### src/rtl/adder_serial_pkg.sv
// adder_serial_pkg: shared FSM state type and step-sizing helpers for the serial adder
package adder_serial_pkg;

  typedef enum logic [1:0] {
    IDLE = 2'd0,
    RUN  = 2'd1,
    DONE = 2'd2
  } state_t;

  function automatic int num_steps(input int width, input int chunk);
    return width / chunk;
  endfunction

  function automatic int step_w(input int steps);
    return (steps > 1) ? $clog2(steps) : 1;
  endfunction

endpackage

### src/rtl/adder_chunk.sv
// adder_chunk: combinational CHUNK-bit adder exposing carry into and out of its MSB
module adder_chunk #(
  parameter int CHUNK = 2
) (
  input  logic [CHUNK-1:0] a,
  input  logic [CHUNK-1:0] b,
  input  logic             cin,
  output logic [CHUNK-1:0] s,
  output logic             cout,
  output logic             cmsb
);

  logic [CHUNK:0] full;

  // carry into the MSB is recovered from the MSB sum bit and the MSB operand bits
  always_comb begin
    full = {1'b0, a} + {1'b0, b} + {{CHUNK{1'b0}}, cin};
    s    = full[CHUNK-1:0];
    cout = full[CHUNK];
    cmsb = full[CHUNK-1] ^ a[CHUNK-1] ^ b[CHUNK-1];
  end

endmodule

### src/rtl/adder_serial.sv
// adder_serial: digit-serial WIDTH-bit adder, CHUNK bits per clock; ADDER_SERIAL_SUB_EN adds a subtract port
module adder_serial
  import adder_serial_pkg::*;
#(
  parameter int WIDTH = 8,
  parameter int CHUNK = 2
) (
  input  logic             clk,
  input  logic             rst_n,
  input  logic             in_valid,
  output logic             in_ready,
  input  logic [WIDTH-1:0] a,
  input  logic [WIDTH-1:0] b,
  input  logic             carry_in,
`ifdef ADDER_SERIAL_SUB_EN
  input  logic             sub,
`endif
  output logic             out_valid,
  input  logic             out_ready,
  output logic [WIDTH-1:0] sum,
  output logic             carry_out,
  output logic             overflow
);

  localparam int STEPS = num_steps(WIDTH, CHUNK);
  localparam int SW    = step_w(STEPS);

  if (CHUNK < 1 || CHUNK > WIDTH || WIDTH % CHUNK != 0) begin : g_bad
    $error("adder_serial: CHUNK must divide WIDTH and lie in 1..WIDTH");
  end

  state_t                   state_q, state_d;
  logic [WIDTH-1:0]         a_r, b_r, sum_r, b_in;
  logic                     carry_r, cout_r, ovf_r, c_in, cc, cm, last;
  logic [SW-1:0]            step;
  logic [CHUNK-1:0]         cs;
  logic [WIDTH+CHUNK-1:0]   cat;

  adder_chunk #(.CHUNK(CHUNK)) u_chunk (
    .a    (a_r[CHUNK-1:0]),
    .b    (b_r[CHUNK-1:0]),
    .cin  (carry_r),
    .s    (cs),
    .cout (cc),
    .cmsb (cm)
  );

  // operand conditioning at accept time and the sum shift-in path
  always_comb begin
`ifdef ADDER_SERIAL_SUB_EN
    b_in = sub ? ~b : b;
    c_in = sub ? ~carry_in : carry_in;
`else
    b_in = b;
    c_in = carry_in;
`endif
    cat  = {cs, sum_r};
    last = step == SW'(STEPS - 1);
  end

  // state register
  always_ff @(posedge clk or negedge rst_n)
    if (!rst_n) state_q <= IDLE;
    else        state_q <= state_d;

  // next state; a simultaneous in_valid in DONE is left for IDLE to take
  always_comb begin
    state_d = state_q;
    if (state_q == IDLE && in_valid)  state_d = RUN;
    if (state_q == RUN && last)       state_d = DONE;
    if (state_q == DONE && out_ready) state_d = IDLE;
    in_ready  = state_q == IDLE;
    out_valid = state_q == DONE;
  end

  // datapath: latch on accept, then one chunk per RUN cycle, LS chunk first
  always_ff @(posedge clk or negedge rst_n)
    if (!rst_n) begin
      a_r     <= '0;
      b_r     <= '0;
      sum_r   <= '0;
      carry_r <= 1'b0;
      cout_r  <= 1'b0;
      ovf_r   <= 1'b0;
      step    <= '0;
    end else if (state_q == IDLE && in_valid) begin
      a_r     <= a;
      b_r     <= b_in;
      carry_r <= c_in;
      step    <= '0;
    end else if (state_q == RUN) begin
      a_r     <= a_r >> CHUNK;
      b_r     <= b_r >> CHUNK;
      sum_r   <= cat[WIDTH+CHUNK-1:CHUNK];
      carry_r <= cc;
      step    <= step + 1'b1;
      if (last) begin
        cout_r <= cc;
        ovf_r  <= cc ^ cm;
      end
    end

  assign sum       = sum_r;
  assign carry_out = cout_r;
  assign overflow  = ovf_r;

endmodule
### config.mk
export PLATFORM = sky130hd
export DESIGN_NAME = adder_serial
export DESIGN_NICKNAME = d
export VERILOG_FILES = /design/src/rtl/adder_serial_pkg.sv /design/src/rtl/adder_chunk.sv /design/src/rtl/adder_serial.sv
export SDC_FILE = /design/constraint.sdc
export NUM_CORES = 1
export LEC_CHECK = 0
export BUFFER_PORTS_ARGS = -buffer_cell sky130_fd_sc_hd__buf_4
export CAP_MARGIN = 20
export CORE_ASPECT_RATIO = 1.5
export CORE_MARGIN = 2
export CORE_UTILIZATION = 57
export DETAILED_ROUTE_END_ITERATION = 6
export GPL_TIMING_DRIVEN = 0
export PLACE_DENSITY = 0.84
export SETUP_SLACK_MARGIN = 0.4
export SYNTH_ARGS = -nofsm -noshare
export SYNTH_HDL_FRONTEND = slang
export SYNTH_HIERARCHICAL = 1
export SYNTH_SLANG_ARGS = --single-unit
export TNS_END_PERCENT = 20
### constraint.sdc
create_clock -name clk -period 3.7 [get_ports clk]
set_input_delay 0.925 -clock clk [delete_from_list [all_inputs] [get_ports clk]]
set_output_delay 0.925 -clock clk [all_outputs]
set_load 0.01 [all_outputs]
==> impl_metrics.csv, run 1 <==
group,metric,value,unit
floorplan,die_y,66.68,um
clock_network,path_clk_slew,0.09,ns
sta,drv_slew,0,
synthesis,yosysMostFrequentCell,"nand2_1",
min_path,holdCritPathClass,"register to register",
synthesis,synthCells,159,
drt,first_pass_iters,4,
worst_setup_path,end_kind,"primary output",
worst_setup_path,r2r_end,"overflow",
clock_network,cts.repair.resized,0,
floorplan,die_w,45.79,um
clock_network,post_cts_buffers,0,
sta,period_share,64.60,%
worst_setup_path,worst_r2r_path_depth,6,
global_route,grt_pass1_wl,5754,um
floorplan,initial_core_util,60.25,%
placement,dp_hpwl,2546,um
floorplan,num_rows,22,
worst_setup_path,crit_fanout,10,
global_route,grt_usage,26.95,%
synthesis,yosys_most_used_dff,"dfrtp_1",
drt,wl_per_cell,15.02,um
global_route,grt_pass1_vias,1360,
finish,final_net_count,222,
pwr,power.density,908.1,nW/um^2
worst_setup_path,rrSetupSlack,1.36,ns
drt,via_per_inst,5.731,
flow_run,maxCapViolCount,0,
min_path,hold_start,"sum[1]",
min_path,worstHoldPathCells,2,
sta,hold_viol_final,0,
synthesis,synth-seq-cells,31,
sta,worst_slew_pin_slew,0.4349,ns
placement,gp_congestion,0.8419,
sta,grt_setup_unrepaired,"false",
clock_network,cts_made_buffers,5,
drt,ant_nets,0,
floorplan,fp.dieArea,3053,um^2
synthesis,yosys-top-cells-count,"34 x nand2_1, 31 x dfrtp_1, 17 x nor2_1",
clock_network,cts_root_buf,"clkbuf_4",
floorplan,io_pins,33,
synthesis,synth-edff-count,0,
synthesis,async_flop_share,100.0,%
finish,num_antenna_cells,0,
sta,finalSetupTns,0,ns
min_path,worstHoldEndpoint,"sum[1]",
floorplan,core,2477,um^2
synthesis,ys_warn_count,6,
drt,vias,1278,
drt,drc,0,
worst_setup_path,crit_arrival,1.47,ns
synthesis,netlist_top_cells_area,"dfrtp_1 52%, nand2_1 8.5%, o22ai_1 5.0%, nor3_1 4.7%, nor2_1 4.3%",
sta,slew-limit-headroom,71.01,%
sta,worst_slack,1.310,ns
finish,stdcell_area,1813,um^2
pwr,peakVddDrop,0.5407,mV
placement,pre_cts_slack,1.395,ns
clock_network,cts_hold_buf,0,
sta,fin_worst_skew,0.01122,ns
sta,setup_viol,0,
placement,place_area,1763,um^2
drt,wirelength,3350,um
synthesis,synthDominantCellAreaShare,51.97,%
sta,max_freq,418.4,MHz
clock_network,htreeDepth,2,
synthesis,syn_nets,183,
global_route,grt_antenna_before_repair,0,
synthesis,ys_seq_area_share,51.97,%
clock_network,tritoncts,"built",
outcome,outcome,"complete, no violations",
worst_setup_path,r2r-start,"a_r[0]",
sta,fin_crit,2.390,ns
drt,drtIter0Drc,37,
worst_setup_path,worstSetupPathType,"register to primary output",
clock_network,cts_sinks,31,
global_route,overflow,0,
placement,io_buffers,32,
worst_setup_path,cp-start-kind,"register",
finish,fin_util,73.18,%
synthesis,syn_area,1493,um^2
finish,final_layout_size_suffix_gt1_share,26.13,%
global_route,grt_max_degree,32,
synthesis,yosysUniqueCellTypes,25,
clock_network,cts_buffer_depth,2,
pwr,leakage,0.0009294,uW
synthesis,syn-mean-instance-area,9.388,um^2
sta,worst_hold_slack,0.4931,ns
worst_setup_path,required,2.77,ns
synthesis,yosysTopAreaCell,"dfrtp_1",
clock_network,insertion_delay,0.33,ns
finish,syn_to_final_growth,21.46,%
==> registers in the layout, summed over array words and instances (netlist names) <==
signal     cells
a_r            8
b_r            8
carry_out      1
carry_r        1
overflow       1
state_q        2
step           2
sum            8
==> critical path, stage by stage, from the launching register on <==
cell and delay (ns):
dfrtp_1 0.41, buf_6 0.15, inv_1 0.17, buf_4 0.22, nor2_1 0.05, buf_4 0.14
==> placed cells by master, fill, tap and decap left out, types with 4 or more instances in the layout <==
cell / count
nand2_1: 34
o22ai_1: 12
clkbuf_4: 5
inv_1: 10
nor3_1: 14
buf_4: 37
a21oi_1: 8
dfrtp_1: 31
a32oi_1: 4
nor2_1: 17
==> per-stage QoR <==
step,cells,power [uW]
floorplan,159,1207
global placement,215,1420
detailed placement,215,1469
CTS,223,1653
global route,223,1792
finish,223,1646
==> how the worst max path moves through the flow <==
stage / endpoint / cells past startpoint / startpoint / slack (ns)
after detailed placement: overflow / 6 / a_r[0] / 1.40
after global placement: overflow / 6 / a_r[0] / 1.40
final: out_valid / 5 / state_q[1] / 1.31
after global routing: out_valid / 5 / state_q[1] / 1.22
after floorplan: overflow / 6 / a_r[0] / 1.45
after CTS: out_valid / 5 / state_q[1] / 1.30
==> cells by family after synthesis <==
family                     after synthesis  synth area share, %
and+or+nand+nor                         72                21.04
adders and majority gates                3                3.521
AOI/OAI and AO/OA                       29                12.32
muxes                                    2                2.012
buffers and inverters                   20                7.041
xor gates and xnor gates                 2                2.096
DFF                                     31                51.97
==> per-layer routing <==
| metal | vias up | global-route usage, % | share of wire [%] |
|---|---|---|---|
| met4 | 0 | 12.50 | 2.2 |
| met5 | - | 0 | 0 |
| met2 | 45 | 46.65 | 55 |
| li1 | 615 | - | - |
| met3 | 7 | 9.485 | 6.0 |
| met1 | 611 | 27.88 | 37 |
==> final cells by class <==
| type | instances | area, um^2 |
|---|---|---|
| well taps | 24 | 30.03 |
| inverters | 10 | 37.54 |
| repair buffers | 32 | 240.2 |
| flip-flops and latches | 31 | 775.7 |
| multi-input cells | 108 | 611.8 |
| plain buffers | 10 | 67.56 |
| fillers | 194 | 664.4 |
| clock inverters | 1 | 5.005 |
| clock buffers | 7 | 45.04 |
==> power breakdown <==
| part | total [uW] | internal, uW | switching [uW] | leakage [uW] |
|---|---|---|---|---|
| Sequential | 639 | 509 | 131 | 0.000369 |
| Combinational | 823 | 405 | 418 | 0.000531 |
| Clock | 183 | 73.9 | 110 | 0.0000293 |
| Total | 1650 | 988 | 659 | 0.000929 |
Note: power is estimated with default switching activity, not from simulation.
==> run 2: changes to the inputs <==
Settings changed: CORE_UTILIZATION 57 to 53, PLACE_DENSITY 0.84 to 0.79.
Clock period 3.7 ns to 2.2 ns, I/O delays scaled along.
==> impl_metrics.csv, run 2 (same netlist as run 1, synthesis figures left out) <==
group,metric,value,unit
outcome,outcome,"complete, no violations",
pwr,power.density,1545,nW/um^2
worst_setup_path,crit_fanout,2,
placement,gp_congestion,0.7588,
finish,fillers,221,
drt,via_per_inst,5.376,
floorplan,num_rows,23,
global_route,grt_pass1_wl,5313,um
finish,multiInputGateArea,614.3,um^2
worst_setup_path,r2r-start,"carry_r",
clock_network,tritoncts,"built",
sta,period_share,98.05,%
worst_setup_path,required,2.38,ns
clock_network,cts_sinks,31,
floorplan,io_pins,33,
placement,dp_hpwl,2493,um
finish,num_antenna_cells,0,
sta,fin_worst_skew,0.007090,ns
pwr,leakage,0.0009428,uW
worst_setup_path,r2r_end,"overflow",
global_route,grt_usage,24.15,%
worst_setup_path,rrSetupSlack,0.04,ns
drt,drtIter0Drc,23,
global_route,grt_pass1_vias,1228,
finish,layout_common_cells,"38 x buf_4, 34 x nand2_1, 31 x dfrtp_1, 17 x nor2_1, 14 x nor3_1",
floorplan,fp.dieArea,3266,um^2
sta,setup_viol,0,
drt,vias,1274,
drt,ant_nets,0,
floorplan,core,2676,um^2
sta,max_freq,463.6,MHz
finish,syn_to_final_growth,25.31,%
sta,slew-limit-headroom,67.86,%
sta,worst_slew_pin_slew,0.4821,ns
pwr,peakVddDrop,1.042,mV
sta,finalSetupTns,0,ns
clock_network,insertion_delay,0.29,ns
placement,place_area,1782,um^2
global_route,overflow,0,
sta,fin_crit,2.157,ns
placement,io_buffers,32,
clock_network,cts_buffer_depth,2,
global_route,grt_max_degree,32,
worst_setup_path,worstSetupPathType,"register to register",
worst_setup_path,end_kind,"register",
floorplan,die_w,47.33,um
flow_run,maxCapViolCount,0,
worst_setup_path,cp-start-kind,"register",
drt,drc,0,
sta,grt_setup_unrepaired,"true",
floorplan,die_y,69.00,um
clock_network,htreeDepth,2,
drt,wl_per_cell,14.48,um
worst_setup_path,worst_r2r_path_depth,6,
min_path,holdCritPathClass,"input pin to asynchronous set/reset pin",
clock_network,cts_root_buf,"clkbuf_8",
drt,wirelength,3432,um
clock_network,cts_made_buffers,5,
floorplan,initial_core_util,55.77,%
sta,hold_viol_final,0,
global_route,grt_antenna_before_repair,0,
finish,seq_area,775.7,um^2
finish,final_net_count,223,
finish,stdcell_area,1871,um^2
clock_network,path_clk_slew,0.06,ns
drt,first_pass_iters,4,
finish,final_layout_size_suffix_gt1_share,27.50,%
sta,drv_slew,0,
worst_setup_path,crit_arrival,2.33,ns
finish,layout_commonest_cell,"buf_4",
run 2: cell count changes in the layout (fill, tap and decap cells not counted), sizes merged:
cell  previous run  this run
buf             41        42
run 2: worst max-delay path by stage:
| stage | start | endpoint | slack [ns] | cells after the start |
|---|---|---|---|---|
| 2_1_floorplan | carry_r | overflow | 0.15 | 6 |
| 3_3_place_gp | carry_r | overflow | 0.09 | 6 |
| 3_5_place_dp | carry_r | overflow | 0.009 | 6 |
| 4_1_cts | carry_r | overflow | 0.06 | 6 |
| 5_1_grt | carry_r | overflow | 0.01 | 6 |
| 6_report | carry_r | overflow | 0.04 | 6 |
run 2: report_power, final:
group	switching, uW	internal [uW]	total [uW]
Combinational	728	667	1390
Sequential	211	858	1070
Clock	206	221	428
run 2: final cells by class:
cell class                 count  area share (%)
multi-input combinational    108           32.84
clock buffer                   7           4.080
tap                           37           2.475
inverter                      10           2.007
timing repair buffer          33           13.24
sequential                    31           41.47
clock inverter                 1          0.2676
buffer                        10           3.612
run 2: repair_timing:
action	4_1_cts	5_1_grt
hold buffers	0	0
gates resized for setup	0	0
endpoints found under the setup margin	3	3
setup buffers	1	0
pin swaps	1	0
run 2: metal layers:
metal	track usage (%)	vias up	routed length (um)
li1	-	614	-
met1	23.53	611	1314
met2	42.23	37	1831
met3	7.813	12	171
met4	14.24	0	114
met5	0	-	0
run 2: stage by stage:
| step | std cells | setup slack (ns) | power, uW | hold WS, ns | utilization (%) |
|---|---|---|---|---|---|
| 6_report | 237 | 0.04281 | 2891 | 0.1759 | 69.89 |
| 5_1_grt | 237 | 0.01253 | 3122 | 0.2096 | 69.89 |
| 4_1_cts | 237 | 0.05916 | 2899 | 0.1970 | 69.89 |
| 3_5_place_dp | 228 | 0.009113 | 2464 | 0.4636 | 66.57 |
| 3_3_place_gp | 228 | 0.08976 | 2369 | 0.4594 | 66.57 |
| 2_1_floorplan | 159 | 0.1541 | 2008 | 0.2544 | - |
run 2: worst max-delay path, cell delays in order, from the launching register on:
cell and delay (ns):
dfrtp_1 0.37, inv_2 0.05, fa_2 0.40, fa_1 0.54
xnor3_1 0.26, xor2_1 0.16, mux2_4 0.27
==> run 3: changes to the inputs <==
Settings changed: PLACE_DENSITY 0.79 to 0.84.
==> impl_metrics.csv, run 3 (same netlist as run 1, synthesis figures left out) <==
group,metric,value,unit
worst_setup_path,crit_fanout,2,
clock_network,insertion_delay,0.29,ns
finish,layout_common_cells,"40 x buf_4, 34 x nand2_1, 31 x dfrtp_1, 17 x nor2_1, 14 x nor3_1",
sta,hold_viol_final,0,
floorplan,fp.dieArea,3266,um^2
global_route,grt_use_met1,25.88,%
worst_setup_path,r2r-start,"carry_r",
finish,final_net_count,225,
global_route,grt_pass1_wl,5609,um
worst_setup_path,required,2.37,ns
pwr,peakVddDrop,1.063,mV
drt,drtIter0Drc,46,
sta,fin_worst_skew,0.006930,ns
outcome,outcome,"complete, no violations",
sta,slew-limit-headroom,68.09,%
clock_network,path_clk_slew,0.06,ns
sta,worst_slack,0.1089,ns
finish,fillers,219,
sta,drv_slew,0,
sta,period_share,95.05,%
worst_setup_path,cp-startpoint,"carry_r",
sta,worst_slew_pin_slew,0.4786,ns
floorplan,initial_core_util,55.77,%
finish,seq_area,775.7,um^2
global_route,grt_util_met2,42.40,%
drt,wirelength,3397,um
global_route,busiest_layer,"met2",
worst_setup_path,rrSetupSlack,0.11,ns
clock_network,cts_root_buf,"clkbuf_8",
finish,stdcell_area,1877,um^2
clock_network,cts_sinks,31,
worst_setup_path,crit_arrival,2.26,ns
global_route,grt.met3_usage,8.594,%
worst_setup_path,end_kind,"register",
finish,syn_to_final_growth,25.73,%
pwr,power.density,1533,nW/um^2
global_route,grt_max_degree,32,
sta,setup_viol,0,
placement,io_buffers,32,
clock_network,htreeDepth,2,
sta,finalSetupTns,0,ns
flow_run,maxCapViolCount,0,
clock_network,cts_made_buffers,5,
clock_network,tritoncts,"built",
drt,first_pass_iters,4,
global_route,grt_antenna_before_repair,0,
floorplan,die_y,69.00,um
clock_network,cts_hold_buf,0,
global_route,grt_pass1_vias,1294,
floorplan,io_pins,33,
sta,max_freq,478.2,MHz
worst_setup_path,cp-start-kind,"register",
sta,fin_crit,2.091,ns
pwr,p_total,2878,uW
worst_setup_path,crit_end,"overflow",
drt,vias,1291,
global_route,overflow,0,
finish,layout_commonest_cell,"buf_4",
global_route,grt_usage,25.20,%
clock_network,cts.repair.resized,0,
floorplan,die_w,47.33,um
placement,dp_hpwl,2447,um
sta,grt_setup_unrepaired,"true",
finish,final_layout_size_suffix_gt1_share,28.00,%
worst_setup_path,worst_r2r_path_depth,6,
drt,ant_nets,0,
placement,gp_congestion,0.7954,
drt,wl_per_cell,14.33,um
pwr,leakage,0.0009469,uW
finish,num_antenna_cells,0,
min_path,holdCritPathClass,"input pin to asynchronous set/reset pin",
worst_setup_path,r2r_end,"overflow",
floorplan,num_rows,23,
drt,via_per_inst,5.447,
drt,drc,0,
finish,multiInputGateArea,614.3,um^2
placement,pre_cts_slack,0.05643,ns
clock_network,cts_buffer_depth,2,
worst_setup_path,worstSetupPathType,"register to register",
floorplan,core,2676,um^2
placement,place_area,1782,um^2
==> run 3: cell types whose count changed in the layout (fill, tap and decap cells not counted), sizes merged <==
cell | before | now
clkbuf | 8 | 7
buf | 42 | 44
clkinv | 1 | 0
==> run 3: layer usage <==
metal,part of all wire (%),up-vias,wire length (um)
met5,0,-,0
met4,3.2,0,108
met3,6.1,8,207
met2,53,41,1792
met1,38,622,1289
li1,-,620,-
==> run 3: layout make-up <==
class,count,share of cell area [%]
well taps,37,2.467
inverters,10,2.000
repair buffers,35,14.00
plain buffers,10,3.600
clock buffers,6,3.867
multi-input cells,108,32.73
flip-flops and latches,31,41.33
==> run 3: per-stage QoR <==
step | hold WS, ns | utilization, % | cells
2_1_floorplan | 0.2544 | - | 159
3_3_place_gp | 0.4594 | 66.57 | 228
3_5_place_dp | 0.4766 | 66.57 | 228
4_1_cts | 0.1992 | 70.13 | 237
5_1_grt | 0.2191 | 70.13 | 237
6_report | 0.1905 | 70.13 | 237
==> run 3: worst min path at each step <==
stage                  from  endpoint  slack, ns
finish                rst_n    sum[6]       0.19
global route          rst_n    sum[6]       0.22
CTS                   rst_n    sum[6]       0.20
detailed placement  step[0]   step[0]       0.48
global placement     sum[1]    sum[1]       0.46
floorplan             rst_n    a_r[0]       0.25
==> run 3: critical path: stages, from the launching register on <==
cell     delay (ns)
dfrtp_1        0.37
inv_2          0.06
fa_2           0.38
fa_1           0.52
xnor3_1        0.23
xor2_1         0.15
mux2_4         0.27
==> run 3: timing repair <==
| item | 4_1_cts | 5_1_grt |
|---|---|---|
| endpoints found under the setup margin | 3 | 3 |
| pin swaps | 1 | 0 |
| buffers inserted | 3 | 0 |
==> run 3: power by group <==
part | internal, uW | switching [uW] | leakage (uW)
sequential | 858 | 202 | 0.000369
clock | 210 | 196 | 0.0000371
combinational | 685 | 726 | 0.000540
total | 1750 | 1120 | 0.000947
